$ cat src/rtl/riscv_dmem_arbiter.sv
// Two-port arbiter in front of the dcache request port: LSU (port 0) and aux (port 1).
// A small in-order source FIFO steers each response back to the port that issued it.
module riscv_dmem_arbiter #(
   parameter int unsigned OUTSTANDING  = 4,
   parameter int unsigned STARVE_LIMIT = 3
) (
   input  logic                           clk_i,
   input  logic                           rst_ni,
   input  logic [31:0]                    lsu_mem_addr_i,
   input  logic [31:0]                    lsu_mem_data_wr_i,
   input  logic                           lsu_mem_rd_i,
   input  logic [3:0]                     lsu_mem_wr_i,
   input  logic                           lsu_mem_cacheable_i,
   input  logic [10:0]                    lsu_mem_req_tag_i,
   input  logic                           lsu_mem_invalidate_i,
   input  logic                           lsu_mem_flush_i,
   output logic                           lsu_mem_accept_o,
   output logic                           lsu_mem_ack_o,
   output logic                           lsu_mem_error_o,
   output logic [10:0]                    lsu_mem_resp_tag_o,
   output logic [31:0]                    lsu_mem_data_rd_o,
   input  logic [31:0]                    aux_mem_addr_i,
   input  logic [31:0]                    aux_mem_data_wr_i,
   input  logic                           aux_mem_rd_i,
   input  logic [3:0]                     aux_mem_wr_i,
   input  logic                           aux_mem_cacheable_i,
   input  logic [10:0]                    aux_mem_req_tag_i,
   input  logic                           aux_mem_invalidate_i,
   input  logic                           aux_mem_flush_i,
   output logic                           aux_mem_accept_o,
   output logic                           aux_mem_ack_o,
   output logic                           aux_mem_error_o,
   output logic [10:0]                    aux_mem_resp_tag_o,
   output logic [31:0]                    aux_mem_data_rd_o,
   output logic [31:0]                    mem_addr_o,
   output logic [31:0]                    mem_data_wr_o,
   output logic                           mem_rd_o,
   output logic [3:0]                     mem_wr_o,
   output logic                           mem_cacheable_o,
   output logic [10:0]                    mem_req_tag_o,
   output logic                           mem_invalidate_o,
   output logic                           mem_flush_o,
   input  logic                           mem_accept_i,
   input  logic                           mem_ack_i,
   input  logic                           mem_error_i,
   input  logic [10:0]                    mem_resp_tag_i,
   input  logic [31:0]                    mem_data_rd_i,
   output logic [$clog2(OUTSTANDING):0]   outstanding_o,
   output logic                           err_unexpected_o
);

   localparam int unsigned PtrW = $clog2(OUTSTANDING);
   localparam int unsigned CntW = $clog2(OUTSTANDING) + 1;
   localparam int unsigned StW  = $clog2(STARVE_LIMIT + 1);

   logic [PtrW-1:0]        wr_ptr_q, wr_ptr_d, rd_ptr_q, rd_ptr_d;
   logic [CntW-1:0]        count_q, count_d;
   logic [OUTSTANDING-1:0] src_q, src_d;
   logic                   lock_q, lock_d, lock_src_q, lock_src_d;
   logic [StW-1:0]         starve_q, starve_d;
   logic                   err_q, err_d;

   logic req0, req1, gnt_valid, gnt_aux, fifo_full, present, push, pop, head_aux;

   assign req0 = lsu_mem_rd_i | (|lsu_mem_wr_i) | lsu_mem_invalidate_i | lsu_mem_flush_i;
   assign req1 = aux_mem_rd_i | (|aux_mem_wr_i) | aux_mem_invalidate_i | aux_mem_flush_i;
   assign fifo_full = (count_q == CntW'(OUTSTANDING));

   // Reset gates the combinational paths so every output is 0 while rst_ni is low.
   always_comb begin
      gnt_valid = 1'b0;
      gnt_aux   = 1'b0;
      if (!rst_ni) begin
         gnt_valid = 1'b0;
      end else if (lock_q) begin
         gnt_valid = 1'b1;
         gnt_aux   = lock_src_q;
      end else if (req1 && (!req0 || starve_q == StW'(STARVE_LIMIT))) begin
         gnt_valid = 1'b1;
         gnt_aux   = 1'b1;
      end else if (req0) begin
         gnt_valid = 1'b1;
      end
   end

   assign present          = gnt_valid & ~fifo_full;
   assign push             = present & mem_accept_i;
   assign lsu_mem_accept_o = push & ~gnt_aux;
   assign aux_mem_accept_o = push & gnt_aux;
   assign pop              = rst_ni & mem_ack_i & (count_q != '0);
   assign head_aux         = src_q[rd_ptr_q];

   always_comb begin
      mem_addr_o       = '0;
      mem_data_wr_o    = '0;
      mem_rd_o         = 1'b0;
      mem_wr_o         = '0;
      mem_cacheable_o  = 1'b0;
      mem_req_tag_o    = '0;
      mem_invalidate_o = 1'b0;
      mem_flush_o      = 1'b0;
      if (present && gnt_aux) begin
         mem_addr_o       = aux_mem_addr_i;
         mem_data_wr_o    = aux_mem_data_wr_i;
         mem_rd_o         = aux_mem_rd_i;
         mem_wr_o         = aux_mem_wr_i;
         mem_cacheable_o  = aux_mem_cacheable_i;
         mem_req_tag_o    = aux_mem_req_tag_i;
         mem_invalidate_o = aux_mem_invalidate_i;
         mem_flush_o      = aux_mem_flush_i;
      end else if (present) begin
         mem_addr_o       = lsu_mem_addr_i;
         mem_data_wr_o    = lsu_mem_data_wr_i;
         mem_rd_o         = lsu_mem_rd_i;
         mem_wr_o         = lsu_mem_wr_i;
         mem_cacheable_o  = lsu_mem_cacheable_i;
         mem_req_tag_o    = lsu_mem_req_tag_i;
         mem_invalidate_o = lsu_mem_invalidate_i;
         mem_flush_o      = lsu_mem_flush_i;
      end
   end

   always_comb begin
      lsu_mem_ack_o      = 1'b0;
      lsu_mem_error_o    = 1'b0;
      lsu_mem_resp_tag_o = '0;
      lsu_mem_data_rd_o  = '0;
      aux_mem_ack_o      = 1'b0;
      aux_mem_error_o    = 1'b0;
      aux_mem_resp_tag_o = '0;
      aux_mem_data_rd_o  = '0;
      if (pop && head_aux) begin
         aux_mem_ack_o      = 1'b1;
         aux_mem_error_o    = mem_error_i;
         aux_mem_resp_tag_o = mem_resp_tag_i;
         aux_mem_data_rd_o  = mem_data_rd_i;
      end else if (pop) begin
         lsu_mem_ack_o      = 1'b1;
         lsu_mem_error_o    = mem_error_i;
         lsu_mem_resp_tag_o = mem_resp_tag_i;
         lsu_mem_data_rd_o  = mem_data_rd_i;
      end
   end

   always_comb begin
      wr_ptr_d   = wr_ptr_q;
      rd_ptr_d   = rd_ptr_q;
      count_d    = count_q;
      src_d      = src_q;
      lock_d     = lock_q;
      lock_src_d = lock_src_q;
      starve_d   = starve_q;
      err_d      = err_q | (rst_ni & mem_ack_i & (count_q == '0));
      if (push) begin
         src_d[wr_ptr_q] = gnt_aux;
         wr_ptr_d        = wr_ptr_q + PtrW'(1);
      end
      if (pop) begin
         rd_ptr_d = rd_ptr_q + PtrW'(1);
      end
      if (push && !pop) begin
         count_d = count_q + CntW'(1);
      end else if (pop && !push) begin
         count_d = count_q - CntW'(1);
      end
      // Hold the grant on a presented-but-stalled request so its fields stay stable.
      if (present) begin
         lock_d     = ~mem_accept_i;
         lock_src_d = mem_accept_i ? lock_src_q : gnt_aux;
      end
      if (!req1 || aux_mem_accept_o) begin
         starve_d = '0;
      end else if (lsu_mem_accept_o && starve_q != StW'(STARVE_LIMIT)) begin
         starve_d = starve_q + StW'(1);
      end
   end

   always_ff @(posedge clk_i or negedge rst_ni) begin
      if (!rst_ni) begin
         wr_ptr_q   <= '0;
         rd_ptr_q   <= '0;
         count_q    <= '0;
         src_q      <= '0;
         lock_q     <= 1'b0;
         lock_src_q <= 1'b0;
         starve_q   <= '0;
         err_q      <= 1'b0;
      end else begin
         wr_ptr_q   <= wr_ptr_d;
         rd_ptr_q   <= rd_ptr_d;
         count_q    <= count_d;
         src_q      <= src_d;
         lock_q     <= lock_d;
         lock_src_q <= lock_src_d;
         starve_q   <= starve_d;
         err_q      <= err_d;
      end
   end

   assign outstanding_o    = count_q;
   assign err_unexpected_o = err_q;

endmodule

$ cat config.mk
export PLATFORM = sky130hd
export DESIGN_NAME = riscv_dmem_arbiter
export DESIGN_NICKNAME = d
export VERILOG_FILES = /design/src/rtl/riscv_dmem_arbiter.sv
export SDC_FILE = /design/constraint.sdc
export NUM_CORES = 1
export LEC_CHECK = 0
export BUFFER_PORTS_ARGS = -buffer_cell sky130_fd_sc_hd__buf_2
export CAP_MARGIN = 10
export CORE_AREA = 2 2 154 156
export CTS_CLUSTER_SIZE = 24
export DETAILED_ROUTE_END_ITERATION = 10
export DIE_AREA = 0 0 156 158
export HOLD_SLACK_MARGIN = 0.05
export PLACE_DENSITY_LB_ADDON = 0.05
export SYNTH_ARGS = -nofsm -noshare
export SYNTH_HDL_FRONTEND = slang
export SYNTH_SLANG_ARGS = --single-unit
export TNS_END_PERCENT = 1
$ cat constraint.sdc
create_clock -name clk_i -period 3.4 [get_ports clk_i]
set_input_delay 0.51 -clock clk_i [delete_from_list [all_inputs] [get_ports clk_i]]
set_output_delay 0.51 -clock clk_i [all_outputs]
set_load 0.02 [all_outputs]
==> out/qor_table.md <==
| Stage | Result | Value |
| --- | --- | --- |
| drt | Length of the first detailed-routing pass in iterations | 4 |
| timing | Setup TNS | 0 ns |
| cts | Total number of H-tree levels | 1 |
| setup path | CP max FO | 23 |
| final layout | Most frequent standard cell in the layout excluding fill and tap cells | buf_2 |
| cts | Worst-skew pair later-pin latency | 0.25 ns |
| cts | Clock tree from TritonCTS | built |
| drt | Total length of routed wires | 16400 µm |
| setup path | Critical path data required time | 2.89 ns |
| synthesis | Syn avg cell area | 7.28 µm² |
| timing | Setup repair after global routing missed its margin | no |
| floorplan | Die height | 158 µm |
| synthesis | Share of flip-flops with an asynchronous set or reset after synthesis | 1.00 |
| cts | Maximum buffer depth of the clock tree | 2 |
| setup path | Critical path arrival | 2.41 ns |
| timing | Max Clk Rate | 0.342 GHz |
| cts | Number of sinks driven by the clock tree | 16 |
| placed design | Placer's final routability congestion estimate | 0.713 |
| synthesis | Share of synthesized area occupied by flip-flops and latches | 0.113 |
| floorplan | Die area | 24600 µm² |
| power and ir drop | Peak ir drop on the vdd network | 0.181 mV |
| timing | Period minus WS final | 2.92 ns |
| global routing | Largest net degree at the start of global routing | 161 |
| timing | Final Max Tran Viols | 0 |
| final layout | Final design instance area without fill | 5820 µm² |
| final layout | Number of nets in the finished design | 1060 |
| cts | Clock root buffer master | clkbuf_16 |
| synthesis | Number of warnings issued by yosys | 0 |
| setup path | Startpoint of the worst-slack reg-to-reg timing path | outstanding_o[0] |
| setup path | Capturing element type of the critical path | output port |
| global routing | Antenna violations before repair | 3 |
| cts | Hold_buf cts | 0 |
| synthesis | Total of flip-flops plus latches after synthesis | 16 |
| outcome | Run status | complete, no violations |
| placed design | Post-Place Cell Area | 5750 µm² |
| timing | Slew at the pin with the worst max-slew slack | 0.727 ns |
| timing | Final Hold Violating Endpoints | 0 |
| flow run | Number of maximum-capacitance constraint violations | 0 |
| synthesis | Most area-hungry cell type in the Yosys netlist | nand3_1 |
| cts | Clock-pin slew on the worst setup and hold paths | 0.05 ns |
| drt | Number of remaining DRC errors | 0 |
| cts | Number of setup buffers added after CTS | 0 |
| drt | Drt via density | 4.28 |
| cts | Cts repair resizes | 0 |
| global routing | Global-route wire length before repair | 23300 µm |
| final layout | Final core utilization | 0.253 |
| cts | Number of buffers created by CTS | 3 |
| global routing | Via count of the first global-routing pass | 4384 |
| floorplan | Total number of placement rows | 56 |
| timing | Final setup vio count | 0 |
| synthesis | Area contributors post-synth | nand3_1, mux2i_1, and2_1, dfrtp_1, buf_8 |
| setup path | Type of element launching the critical path | input port |
| setup path | Setup slack of the most critical reg-to-reg path | 0.83 ns |
| setup path | Number of cell instances on the worst register-to-register path | 10 |
| floorplan | Die width | 156 µm |
| timing | Hold WS | 0.142 ns |
| synthesis | Area share of the largest cell type after synthesis | 0.238 |
| power and ir drop | Pwr Density | 513 nW/µm² |
| synthesis | Number of distinct standard cells referenced by the synthesized netlist | 45 |
| power and ir drop | Pleak | 3.64 nW |
| timing | Max_slew headroom | 0.515 |
| synthesis | Most used flip-flop cell after synthesis | dfrtp_1 |
| global routing | Gr usage total | 0.117 |
| final layout | Share of final-layout standard cells stronger than drive strength 1 | 0.510 |
| drt | Number of DRC markers in iteration 0 | 192 |
| placed design | Port buffer count | 392 |
| final layout | Diodes inserted | 0 |
| hold path | Path type of the worst min-delay path | input port to asynchronous set/reset pin |
| synthesis | Synthesized cell area | 3530 µm² |
| floorplan | Core footprint | 23100 µm² |
| timing | Ratio of final minimum period to clock period | 0.859 |
| synthesis | Syn Inst Count | 485 |
| timing | Final worst clock skew | 0.00333 ns |
| final layout | Most used cells in the layout excluding fill and tap cells | buf_2, nand3_1, and2_1, mux2i_1, dfrtp_1 |
| floorplan | I/O pin total | 393 |
| global routing | Overflow left after global routing | 0 |
| drt | Number of nets with antenna violations after detailed routing | 0 |
| floorplan | Initial standard-cell utilization of the core | 0.153 |
| setup path | Start-to-end type of the worst setup path | input port to output port |
| drt | Wire length per cell | 14.6 µm |
| synthesis | Post-synthesis net count | 706 |
| final layout | Fill cell instance count of the final layout | 2581 |
| drt | Count of vias placed by the detailed router | 4826 |
| synthesis | Number of enable-type register cells in the synthesized netlist | 0 |
| setup path | Worst r2r dst | outstanding_o[2] |
| placed design | Detailed placement HPWL | 13100 µm |
| final layout | Area growth syn-to-layout | 64.9% |
-- cells by family (layout without fill, tap and decap cells) --
| family | after synthesis | after routing | share of synthesized area |
|---|---|---|---|
| mux | 89 | 89 | 0.258 |
| flops | 16 | 16 | 0.113 |
| xor+xnor | 6 | 6 | 0.0149 |
| buf+inv | 67 | 419 | 0.102 |
| simple gates | 282 | 282 | 0.441 |
| fa+ha+maj | 7 | 7 | 0.0269 |
| compound gates | 18 | 18 | 0.0436 |
-- cell usage after synthesis (2+ instances only) --
cell type and instances:
buf_4 2, xnor2_1 3, nand3_1 168, mux2i_1 82, ha_1 6, inv_1 9, mux2_2 6, nand2_1 3
nand4_1 5, and2_1 90, a31o_2 3, buf_2 10, buf_1 6, clkbuf_1 32, nor3_1 3, dfrtp_1 16
buf_8 8, nor2_1 4, xor2_1 3
-- critical path, cell delays in order --
cell and delay, ns:
buf_2 0.11, nor4_2 0.39, and2_1 0.30, o31a_4 0.42, buf_12 0.26, mux2i_1 0.21, buf_2 0.18
-- stage by stage --
stage	power [mW]	setup WS, ns	cells
2_1_floorplan	2.04	0.900	485
3_3_place_gp	2.83	0.442	1124
3_5_place_dp	2.80	0.414	1124
4_1_cts	3.03	0.414	1127
5_1_grt	3.22	0.252	1127
6_report	2.99	0.480	1127
-- cell type report --
cell class	count	area, µm²	area share
inverter	9	33.8	0.00580
timing repair buffer	407	2170	0.373
clock buffer	3	75.1	0.0129
tap	290	363	0.0623
sequential	16	400	0.0688
multi-input combinational	402	2780	0.477
-- state kept, by name (all words and copies together) (netlist names) --
register,flops
src_q,4
outstanding_o,3
rd_ptr_q,2
starve_q,2
wr_ptr_q,2
err_unexpected_o,1
lock_q,1
lock_src_q,1
-- per-layer routing --
layer,vias up,wire length [µm],global-route usage
li1,2426,-,-
met1,2150,6140,0.127
met2,237,8610,0.234
met3,11,1570,0.0304
met4,2,94,0.0131
met5,-,13,0
-- worst max-delay path by stage --
stage                    start           endpoint  slack [ns]
2_1_floorplan  aux_mem_wr_i[2]      mem_addr_o[0]        0.90
3_3_place_gp   aux_mem_wr_i[2]     mem_addr_o[11]        0.44
3_5_place_dp   aux_mem_wr_i[2]      mem_addr_o[1]        0.41
4_1_cts        aux_mem_wr_i[2]      mem_addr_o[1]        0.41
5_1_grt        aux_mem_wr_i[2]      mem_addr_o[9]        0.25
6_report       aux_mem_wr_i[2]  mem_data_wr_o[27]        0.48
-- power by group --
| group | internal, mW | leakage, nW | switching (mW) |
|---|---|---|---|
| Combinational | 0.983 | 3.41 | 1.40 |
| Clock | 0.155 | 0.0370 | 0.0741 |
| Sequential | 0.276 | 0.196 | 0.0956 |
| Total | 1.41 | 3.64 | 1.57 |
Power figures use the tool's default switching activity.
